### config.mk
export PLATFORM = sky130hd
export DESIGN_NAME = exu_issue_scheduler
export DESIGN_NICKNAME = d
export VERILOG_FILES = /design/src/rtl/exu_issue_scheduler.sv
export SDC_FILE = /design/constraint.sdc
export NUM_CORES = 1
export LEC_CHECK = 0
export BUFFER_PORTS_ARGS = -buffer_cell sky130_fd_sc_hd__clkbuf_2
export CAP_MARGIN = 5
export CORE_MARGIN = 4
export CORE_UTILIZATION = 38
export DETAILED_ROUTE_END_ITERATION = 8
export PLACE_DENSITY_LB_ADDON = 0.15
export SLEW_MARGIN = 10
export SYNTH_ARGS = -nofsm -noshare
export SYNTH_HDL_FRONTEND = slang
export SYNTH_SLANG_ARGS = --single-unit
### constraint.sdc
create_clock -name iClk -period 2.9 [get_ports iClk]
set_input_delay 0.58 -clock iClk [delete_from_list [all_inputs] [get_ports iClk]]
set_output_delay 0.58 -clock iClk [all_outputs]
set_load 0.01 [all_outputs]
### src/rtl/exu_issue_scheduler.sv
// Issue sequencer for the ALU/MDU/FPU execution unit: result-bus reservation, MDU busy
// blocking and writeback alignment. Optional flush support via EXU_SCHED_FLUSH_EN.
module exu_issue_scheduler #(
  parameter int unsigned ALU_LAT = 1,
  parameter int unsigned MDU_LAT = 4,
  parameter int unsigned FPU_LAT = 6,
  parameter int unsigned TAG_W   = 5
) (
  input  logic             iClk,
  input  logic             iRst,
`ifdef EXU_SCHED_FLUSH_EN
  input  logic             iFlush,
`endif
  input  logic             iIssueValid,
  output logic             oIssueReady,
  input  logic [1:0]       iExuOp,
  input  logic [3:0]       iAluOp,
  input  logic             iMduOp,
  input  logic [2:0]       iFpuOp,
  input  logic [TAG_W-1:0] iDstTag,
  output logic [1:0]       oExuOp,
  output logic [3:0]       oAluOp,
  output logic             oMduOp,
  output logic [2:0]       oFpuOp,
  output logic             oWbValid,
  output logic [TAG_W-1:0] oWbTag,
  output logic [1:0]       oWbUnit,
  output logic             oBusy
);

  localparam int unsigned MAX_AM = (ALU_LAT > MDU_LAT) ? ALU_LAT : MDU_LAT;
  localparam int unsigned MAXL   = (MAX_AM > FPU_LAT) ? MAX_AM : FPU_LAT;
  localparam int unsigned CNT_W  = (MDU_LAT > 1) ? $clog2(MDU_LAT) : 1;

  typedef enum logic [1:0] {
    UNIT_ALU = 2'b00,
    UNIT_MDU = 2'b01,
    UNIT_FPU = 2'b10,
    UNIT_NOP = 2'b11
  } unit_e;

  // Entry i holds the result that appears on the bus i cycles from now; entry 0 is the
  // registered writeback output itself.
  logic [MAXL-1:0]  vld_q, vld_d;
  unit_e            unit_q [MAXL];
  unit_e            unit_d [MAXL];
  logic [TAG_W-1:0] tag_q  [MAXL];
  logic [TAG_W-1:0] tag_d  [MAXL];
  logic [CNT_W-1:0] mdu_cnt_q, mdu_cnt_d;

  logic             flush;
  logic [MAXL:0]    occ;
  unit_e            req_unit;
  logic             slot_free;
  logic             mdu_ok;
  logic             ready;
  logic             fire;
  logic             do_ins;
  int unsigned      ins_idx;

`ifdef EXU_SCHED_FLUSH_EN
  assign flush = iFlush;
`else
  assign flush = 1'b0;
`endif

  // Padded so the slot beyond the table (latency == MAXL) always reads as free.
  assign occ      = {1'b0, vld_q};
  assign req_unit = unit_e'(iExuOp);

  always_comb begin
    slot_free = 1'b1;
    ins_idx   = 0;
    case (req_unit)
      UNIT_ALU: begin slot_free = !occ[ALU_LAT]; ins_idx = ALU_LAT - 1; end
      UNIT_MDU: begin slot_free = !occ[MDU_LAT]; ins_idx = MDU_LAT - 1; end
      UNIT_FPU: begin slot_free = !occ[FPU_LAT]; ins_idx = FPU_LAT - 1; end
      default:  begin slot_free = 1'b1;          ins_idx = 0;           end
    endcase
  end

  assign mdu_ok = !((req_unit == UNIT_MDU) && (mdu_cnt_q != '0));
  assign ready  = !iRst && !flush && slot_free && mdu_ok;
  assign fire   = iIssueValid && ready;
  assign do_ins = fire && (req_unit != UNIT_NOP);

  always_comb begin
    vld_d     = '0;
    mdu_cnt_d = mdu_cnt_q;
    for (int unsigned i = 0; i < MAXL - 1; i++) begin
      vld_d[i]  = vld_q[i+1];
      unit_d[i] = unit_q[i+1];
      tag_d[i]  = tag_q[i+1];
    end
    unit_d[MAXL-1] = UNIT_ALU;
    tag_d[MAXL-1]  = '0;

    if (do_ins) begin
      for (int unsigned i = 0; i < MAXL; i++) begin
        if (i == ins_idx) begin
          vld_d[i]  = 1'b1;
          unit_d[i] = req_unit;
          tag_d[i]  = iDstTag;
        end
      end
    end

    if (fire && (req_unit == UNIT_MDU)) begin
      mdu_cnt_d = CNT_W'(MDU_LAT - 1);
    end else if (mdu_cnt_q != '0) begin
      mdu_cnt_d = mdu_cnt_q - 1'b1;
    end

    if (flush) begin
      vld_d     = '0;
      mdu_cnt_d = '0;
      for (int unsigned i = 0; i < MAXL; i++) begin
        unit_d[i] = UNIT_ALU;
        tag_d[i]  = '0;
      end
    end
  end

  always_ff @(posedge iClk) begin
    if (iRst) begin
      vld_q     <= '0;
      mdu_cnt_q <= '0;
      for (int unsigned i = 0; i < MAXL; i++) begin
        unit_q[i] <= UNIT_ALU;
        tag_q[i]  <= '0;
      end
    end else begin
      vld_q     <= vld_d;
      unit_q    <= unit_d;
      tag_q     <= tag_d;
      mdu_cnt_q <= mdu_cnt_d;
    end
  end

  assign oIssueReady = ready;
  assign oExuOp      = fire ? iExuOp : 2'b11;
  assign oAluOp      = fire ? iAluOp : '0;
  assign oMduOp      = fire ? iMduOp : 1'b0;
  assign oFpuOp      = fire ? iFpuOp : '0;

  assign oWbValid = vld_q[0];
  assign oWbTag   = tag_q[0];
  assign oWbUnit  = unit_q[0];
  assign oBusy    = (|vld_q) || (mdu_cnt_q != '0);

endmodule

# After elaboration in Yosys (flattened, before gate mapping)
# Index checks and enable logic that the tools add are counted.
dict set report word_totals {
  regBits 50
  inputBits 18
  elab_cells 73
}
dict set report classes {
  add_sub_neg 1
  n_eq_ne 8
  mux 29
  bitwise_logic 2
  reduce_logical 18
}
# operator n
set ops {}
lappend ops {{2-bit by 32-bit equality test with 1-bit output, first input constant} 2}
lappend ops {{3-bit by 32-bit equality test with 1-bit output, first input constant} 2}
lappend ops {{5-bit 2-to-1 mux} 7}
lappend ops {{1-bit by 32-bit equality test with 1-bit output, first input constant} 1}
lappend ops {{32-bit logical NOT} 1}
lappend ops {{30-bit 2-to-1 mux} 1}
lappend ops {{2-bit 2-to-1 mux} 9}
lappend ops {{12-bit 2-to-1 mux} 1}
lappend ops {{1-bit 2-to-1 mux} 7}
lappend ops {{1-bit logical AND} 6}
lappend ops {{3-bit case mux with 2 select lines} 1}
lappend ops {{6-bit OR reduction} 1}
lappend ops {{1-bit logical NOT} 4}
lappend ops {{4-bit 2-to-1 mux} 1}
lappend ops {{2-bit nonzero test} 2}
lappend ops {{3-bit 2-to-1 mux} 1}
lappend ops {{3-bit OR reduction} 1}
lappend ops {{2-bit by 1-bit equality test with 1-bit output, second input constant} 1}
lappend ops {{2-bit equality test, second input constant} 1}
lappend ops {{2-bit logical NOT} 1}
lappend ops {{2-bit != test, second input constant} 1}
lappend ops {{1-bit inverter} 2}
lappend ops {{1-bit case mux with 2 select lines} 1}
lappend ops {{2-bit OR reduction} 1}
lappend ops {{2 further kinds} 2}

# Longest topological paths before layout
# Gate-level depths: netlist of the first run.
dict set report depth {
  ltp_word 8
  ltp_mapped 8
  depth_no_buf 6
}

# Worst setup path after synthesis of the first run
# No wires, ideal clock.
dict set report synth_path {
  path_kind {input-to-output}
  start {input iExuOp[1]}
  end {output oAluOp[0]}
  arrival_ns 1.877
  t_required_ns 2.320
  path_slack_ns 0.443
  path_stages 6
  cell_sequence {inv_1 ha_1 a21oi_2 buf_2 o211a_2 and2_1}
}
dict set report synth_via {
  elab_chain_cells 6
  elab_cells_between_ends 9
}
# element line_no
set synth_lines {}
lappend synth_lines {{start: declaration} 16} ;# input logic [1:0] iExuOp,
lappend synth_lines {{2-bit by 1-bit equality test with 1-bit output or 2-bit logical NOT (tied branches)} {74, 82}}
lappend synth_lines {{1-bit case mux with 2 select lines or 1-bit logical AND (tied branches)} {74, 82}}
lappend synth_lines {{1-bit logical AND or 1-bit logical NOT (tied branches)} {83, 82}}
lappend synth_lines {{1-bit logical AND (*)} 83} ;# assign ready = !iRst && !flush && slot_free && mdu_ok;
lappend synth_lines {{1-bit logical AND (*)} 84} ;# assign fire = iIssueValid && ready;
lappend synth_lines {{4-bit 2-to-1 mux (*)} 142} ;# assign oAluOp = fire ? iAluOp : '0;
lappend synth_lines {{end: declaration} 22} ;# output logic [3:0] oAluOp,
# Every way passes the cells marked *; elsewhere a longest branch is shown, timed or not.

# Final worst setup path of the first run
dict set report layout_path {
  start {input iExuOp[0]}
  end {output oIssueReady}
}
dict set report layout_via {
  elab_chain_cells 4
  elab_cells_between_ends 7
}
# element line_no
set layout_lines {}
lappend layout_lines {{2-bit by 1-bit equality test with 1-bit output or 2-bit logical NOT (tied branches)} {74, 82}}
lappend layout_lines {{1-bit case mux with 2 select lines or 1-bit logical AND (tied branches)} {74, 82}}
lappend layout_lines {{1-bit logical AND or 1-bit logical NOT (tied branches)} {83, 82}}
lappend layout_lines {{1-bit logical AND (*)} 83}
lappend layout_lines {{end: declaration} 15} ;# output logic oIssueReady,
# Marked as above.

==> results of run 1 <==
[path summary, 6_finish.rpt]
check | startpoint | to | depth (start not counted)
max | iExuOp[0] | oIssueReady | 9
min | tag_q[9] | tag_q[14] | 2
max reg2reg | mdu_cnt_q[0] | tag_q[22] | 6
min reg2reg | tag_q[9] | tag_q[14] | 2
[tightest hold or removal path, cell delays in order, from the launching register on]
cell,delay [ns]
dfxtp_1,0.30
nand2_1,0.05
a21oi_1,0.05
[Yosys cell counts (2+ instances only)]
| library cell | count | share of area, % |
|---|---|---|
| o211ai_1 | 8 | 2.8 |
| dfxtp_1 | 50 | 46 |
| nor2_1 | 5 | 0.86 |
| nand3_1 | 13 | 3.0 |
| inv_1 | 13 | 2.2 |
| and2_1 | 15 | 4.3 |
| mux2i_1 | 23 | 11 |
| nand2_1 | 36 | 6.2 |
| o2111ai_4 | 2 | 2.4 |
| clkbuf_1 | 6 | 1.0 |
| buf_2 | 4 | 0.92 |
| a21oi_1 | 18 | 4.2 |
| ha_1 | 7 | 4.0 |
| buf_4 | 7 | 2.4 |
[state kept, by name, indices dropped and copies added (netlist names)]
register	flops
oWbTag	5
tag_q	25
vld_q	6
oWbUnit	2
mdu_cnt_q	2
unit_q	10
[layer usage]
metal  vias up  track usage (%)  part of all wire, %
met5         -                0                    0
met2        20            22.70                   46
li1        830                -                    -
met3         5            3.850                  2.8
met1       766            20.59                   51
met4         0            3.509                 0.96
[area by class of cell]
| cell class | instances | area (sq um) | share of cell area (%) |
|---|---|---|---|
| Inverter | 13 | 48.80 | 1.947 |
| Clock inverter | 1 | 5.005 | 0.1997 |
| Timing Repair Buffer | 47 | 260.3 | 10.38 |
| Clock buffer | 7 | 86.33 | 3.445 |
| Multi-Input combinational cell | 145 | 1015 | 40.49 |
| Tap cell | 72 | 90.09 | 3.595 |
| Sequential cell | 50 | 1001 | 39.94 |
[kinds of logic after synthesis]
group | Yosys count | synth area share (%)
AOI/OAI and AO/OA | 38 | 14.35
xor gates and xnor gates | 1 | 0.4035
adders and majority gates | 7 | 4.034
buffers and inverters | 31 | 7.147
DFF | 50 | 46.11
muxes | 23 | 10.61
and+or+nand+nor | 76 | 17.35
[metrics by stage]
| stage | hold WS, ns | power (W) | worst slack, ns | instances |
|---|---|---|---|---|
| 6_report | 0.4438 | 0.001423 | 0.3332 | 335 |
| 5_1_grt | 0.4690 | 0.001509 | 0.2299 | 335 |
| 4_1_cts | 0.4426 | 0.001439 | 0.3248 | 335 |
| 3_5_place_dp | 0.4291 | 0.001031 | 0.3208 | 327 |
| 3_3_place_gp | 0.4273 | 0.001029 | 0.3344 | 327 |
| 2_1_floorplan | 0.4158 | 0.0009520 | 0.4428 | 226 |
[power by group through the flow]
stage	registers, W	clock network, W	logic (W)
global placement	0.000742	0	0.000287
detailed placement	0.000742	0	0.000289
CTS	0.000726	0.000421	0.000291
global route	0.000730	0.000459	0.000321
finish	0.000726	0.000408	0.000289
floorplan	0.000740	0	0.000212
==> results.toml, run 1 <==
[setup_path]
path_max_fanout = 19
crit_buf_inv = 4
critPathTopFamily = "buffers and inverters"
cp-start-kind = "primary input"
cp_cell_sequence = "clkbuf_2 > inv_1 > ha_1 > nor2b_2 > o21a_4 > buf_4 > nor2_1 > nor2_1 > clkbuf_2"
critical_path.max_stage_delay_ns = 0.26
arrival_ns = 1.99
r2r_slack_ns = 1.05
cp_slowest_cell = "nor2b_2"
crit_required_ns = 2.32
worstSetupPathType = "in -> out"
end_kind = "primary output"

[layout]
antennaDiodeCount = 0
finish.instance_area_sq_um = 2506
filler_cell_count = 581
num-nets-final = 287
utilization_pct = 45.23
layout_commonest_cell = "dfxtp_1"
drive_gt1_share_pct = 24.33
mostFrequentLayoutCells = "dfxtp_1, clkbuf_2, nand2_1"
area_growth_pct = 15.45

[cts]
clk_path_buf_depth = 2
post_cts_resized = 0
cts-root-buf = "clkbuf_8"
clkLatencyLatePin_ns = 0.30
cts_sinks = 50
cts_tree = "done"
cts_made_buffers = 5
post-cts-setup-buffer-count = 0
hold_buffers = 0
clk_pin_slew_ns = 0.08
htree_num_levels = 2

[timing]
fin_crit_ns = 2.567
fin_crit_sh_pct = 88.51
max_freq_ghz = 0.3896
tightestPinTransition_ns = 0.5213
setup_viol = 0
finalHoldViolCount = 0
finalSetupTns_ns = 0
slew_viol_final = 0
slew_headroom_pct = 65.14
skew_ns = 0.006603
grt_setup_unrepaired = "no"

[yosys]
synthFlopType = "dfxtp_1"
async_flop_share_pct = 0
yosys_warnings = 0
yosys_register_bits = 50
netlist-cell-type-count = 33
yosysSeqAreaShare_pct = 46.11
synthesis.nets = 251
synth_cells = 226
synth_edf_count = 0
syn_area_per_cell_sq_um = 9.605
syn_area_sq_um = 2171

[pwr]
p_per_area_nw_per_um2 = 567.8
leakagePower_nw = 1.148
p_int_w = 0.001018
combPwrFrac_pct = 20.3
sw_frac_of_total_pct = 28.46
p_sw_w = 0.0004049
pwr-share-seq_pct = 51.0
pwr-share-clk_pct = 28.7
ir_drop_mv = 0.2921

[place]
place.gp.congestion = 0.7510
portBuffers = 37
hpwl_um = 3283
placed_cell_area_sq_um = 2415

[route]
routed-via-count = 1621
routedWlPerCell_um = 14.38
drc = 0
ant_nets = 0
drt_iter0_markers = 81
routed_via_density = 4.839
drt_pass1_iterations = 5
wl_um = 4816

[floorplan]
dieArea_sq_um = 6986
die_w_um = 83.58
row_count = 27
core_sq_um = 5540
ios = 38
die_y_um = 83.58
start_util_pct = 39.18

[grt]
grt_start_max_net_pins = 30
grt_pass1_vias = 1556
antenna_found_initial = 0
grt.overflow.total = 0
grt_pass1_wl_um = 8183
grt_usage_pct = 14.74

[flow_run]
max-cap-violations = 0

[worst_hold_path]
hold_class = "reg -> reg"

[status]
status = "finished, final reports clean"
Note: power is estimated with default switching activity, not from simulation.
==> run 2: changes to the inputs <==
--- a/config.mk
+++ b/config.mk
@@ -9,8 +9,10 @@
 export CAP_MARGIN = 5
 export CORE_MARGIN = 4
 export CORE_UTILIZATION = 38
+export CTS_CLUSTER_DIAMETER = 40
 export DETAILED_ROUTE_END_ITERATION = 8
 export PLACE_DENSITY_LB_ADDON = 0.15
+export RECOVER_POWER = 100
 export SLEW_MARGIN = 10
 export SYNTH_ARGS = -nofsm -noshare
 export SYNTH_HDL_FRONTEND = slang
==> results.toml, run 2 (same netlist as run 1, synthesis figures left out) <==
[route]
routedWlPerCell_um = 14.58
drt_iter0_markers = 81
routed_via_density = 4.809
wl_um = 4883
ant_nets = 0
routed-via-count = 1611
drt_pass1_iterations = 4
drc = 0

[grt]
antenna_found_initial = 0
grt_start_max_net_pins = 30
grt_pass1_vias = 1556
grt_usage_pct = 14.74
grt_pass1_wl_um = 8183
grt.overflow.total = 0

[floorplan]
start_util_pct = 39.18
row_count = 27
core_sq_um = 5540
ios = 38
die_y_um = 83.58
dieArea_sq_um = 6986
die_w_um = 83.58

[setup_path]
r2r_end = "unit_q[3]"
startpoint = "iExuOp[0]"
r2r_slack_ns = 0.53
arrival_ns = 2.81
r2r_cells = 6
cp-start-kind = "primary input"
end_kind = "flip-flop"
worstSetupPathType = "in -> reg"
r2r-start = "mdu_cnt_q[0]"
crit_required_ns = 3.11
path_max_fanout = 19

[worst_hold_path]
holdPathStages = 2
hold_class = "reg -> reg"
holdPathEnd = "tag_q[14]"
hold_start = "tag_q[9]"

[place]
place_inst = 327
dp_worst_setup_slack_ns = 0.3208
portBuffers = 37
hpwl_um = 3283
place.gp.congestion = 0.7510

[cts]
post-cts-setup-buffer-count = 0
cts-root-buf = "clkbuf_8"
htree_num_levels = 2
clkLatencyLatePin_ns = 0.30
cts_sinks = 50
clk_pin_slew_ns = 0.08
clk_path_buf_depth = 2
cts_made_buffers = 5
hold_buffers = 0
cts_tree = "done"
post_cts_resized = 0

[timing]
skew_ns = 0.006556
fin_crit_sh_pct = 89.48
finalHoldViolCount = 0
fin_ws_ns = 0.3052
setup_viol = 0
tightestPinTransition_ns = 1.144
grt_setup_unrepaired = "no"
finalSetupTns_ns = 0
slew_headroom_pct = 23.40
slew_viol_final = 0
max_freq_ghz = 0.3854
fin_crit_ns = 2.595

[layout]
area_growth_pct = 12.16
filler_cell_count = 595
mostFrequentLayoutCells = "dfxtp_1, nand2_1, mux2i_1"
largest-register = "tag_q"
utilization_pct = 43.95
drive_gt1_share_pct = 16.35
layout_commonest_cell = "dfxtp_1"
finalNonFillerCells = 335
largest_reg_flops = 25
num-nets-final = 287
antennaDiodeCount = 0
top_regs = "tag_q: 25 flops, unit_q: 10 flops, vld_q: 6 flops"

[pwr]
leakagePower_nw = 1.083
ir_drop_mv = 0.2930
p_per_area_nw_per_um2 = 577.0
power_w = 0.001405

[flow_run]
max-cap-violations = 0

[status]
status = "finished, final reports clean"
run 2: changes by cell type in the layout (fill, tap and decap cells not counted), sizes merged:
cell    delta
buf        -2
clkbuf     +2
run 2: report_power, final:
part,leakage [nW],internal [W],switching [W]
sequential,0.405,0.000715,0.0000106
clock,0.0482,0.000193,0.000218
combinational,0.630,0.000102,0.000167
run 2: cell type report:
class / instances / area [sq um] / share of cell area, %
clock inverter: 1 / 5.005 / 0.2055
clock buffer: 7 / 86.33 / 3.546
tap: 72 / 90.09 / 3.700
timing repair buffer: 47 / 234.0 / 9.609
inverter: 13 / 48.80 / 2.004
sequential: 50 / 1001 / 41.11
multi-input combinational: 145 / 969.7 / 39.83
run 2: worst max path at each step:
stage                end  slack, ns  depth (start not counted)
2_1_floorplan  oAluOp[0]       0.44                          6
3_3_place_gp   oAluOp[3]       0.33                          8
3_5_place_dp   oFpuOp[0]       0.32                          8
4_1_cts        oFpuOp[0]       0.32                          8
5_1_grt        oFpuOp[1]       0.16                          8
6_report       unit_q[3]       0.31                          8
run 2: worst max-delay path, stage by stage:
cell      delay [ns]
clkbuf_1        0.09
inv_1           0.10
ha_1            0.21
nor2b_2         0.19
o21a_4          0.22
buf_4           0.19
o211ai_1        0.93
mux2i_1         0.29
run 2: stage by stage:
step / hold slack (ns) / instance area [sq um]
after floorplan: 0.4158 / 2171
after global placement: 0.4273 / 2415
after detailed placement: 0.4291 / 2415
after CTS: 0.4426 / 2506
after global routing: 0.4694 / 2435
final: 0.4437 / 2435
run 2: layer usage:
layer	GRT usage [%]	vias up	wire, um
met4	3.509	0	46
met5	0	-	0
met2	22.70	18	2249
met1	20.59	753	2437
li1	-	835	-
met3	3.850	5	149
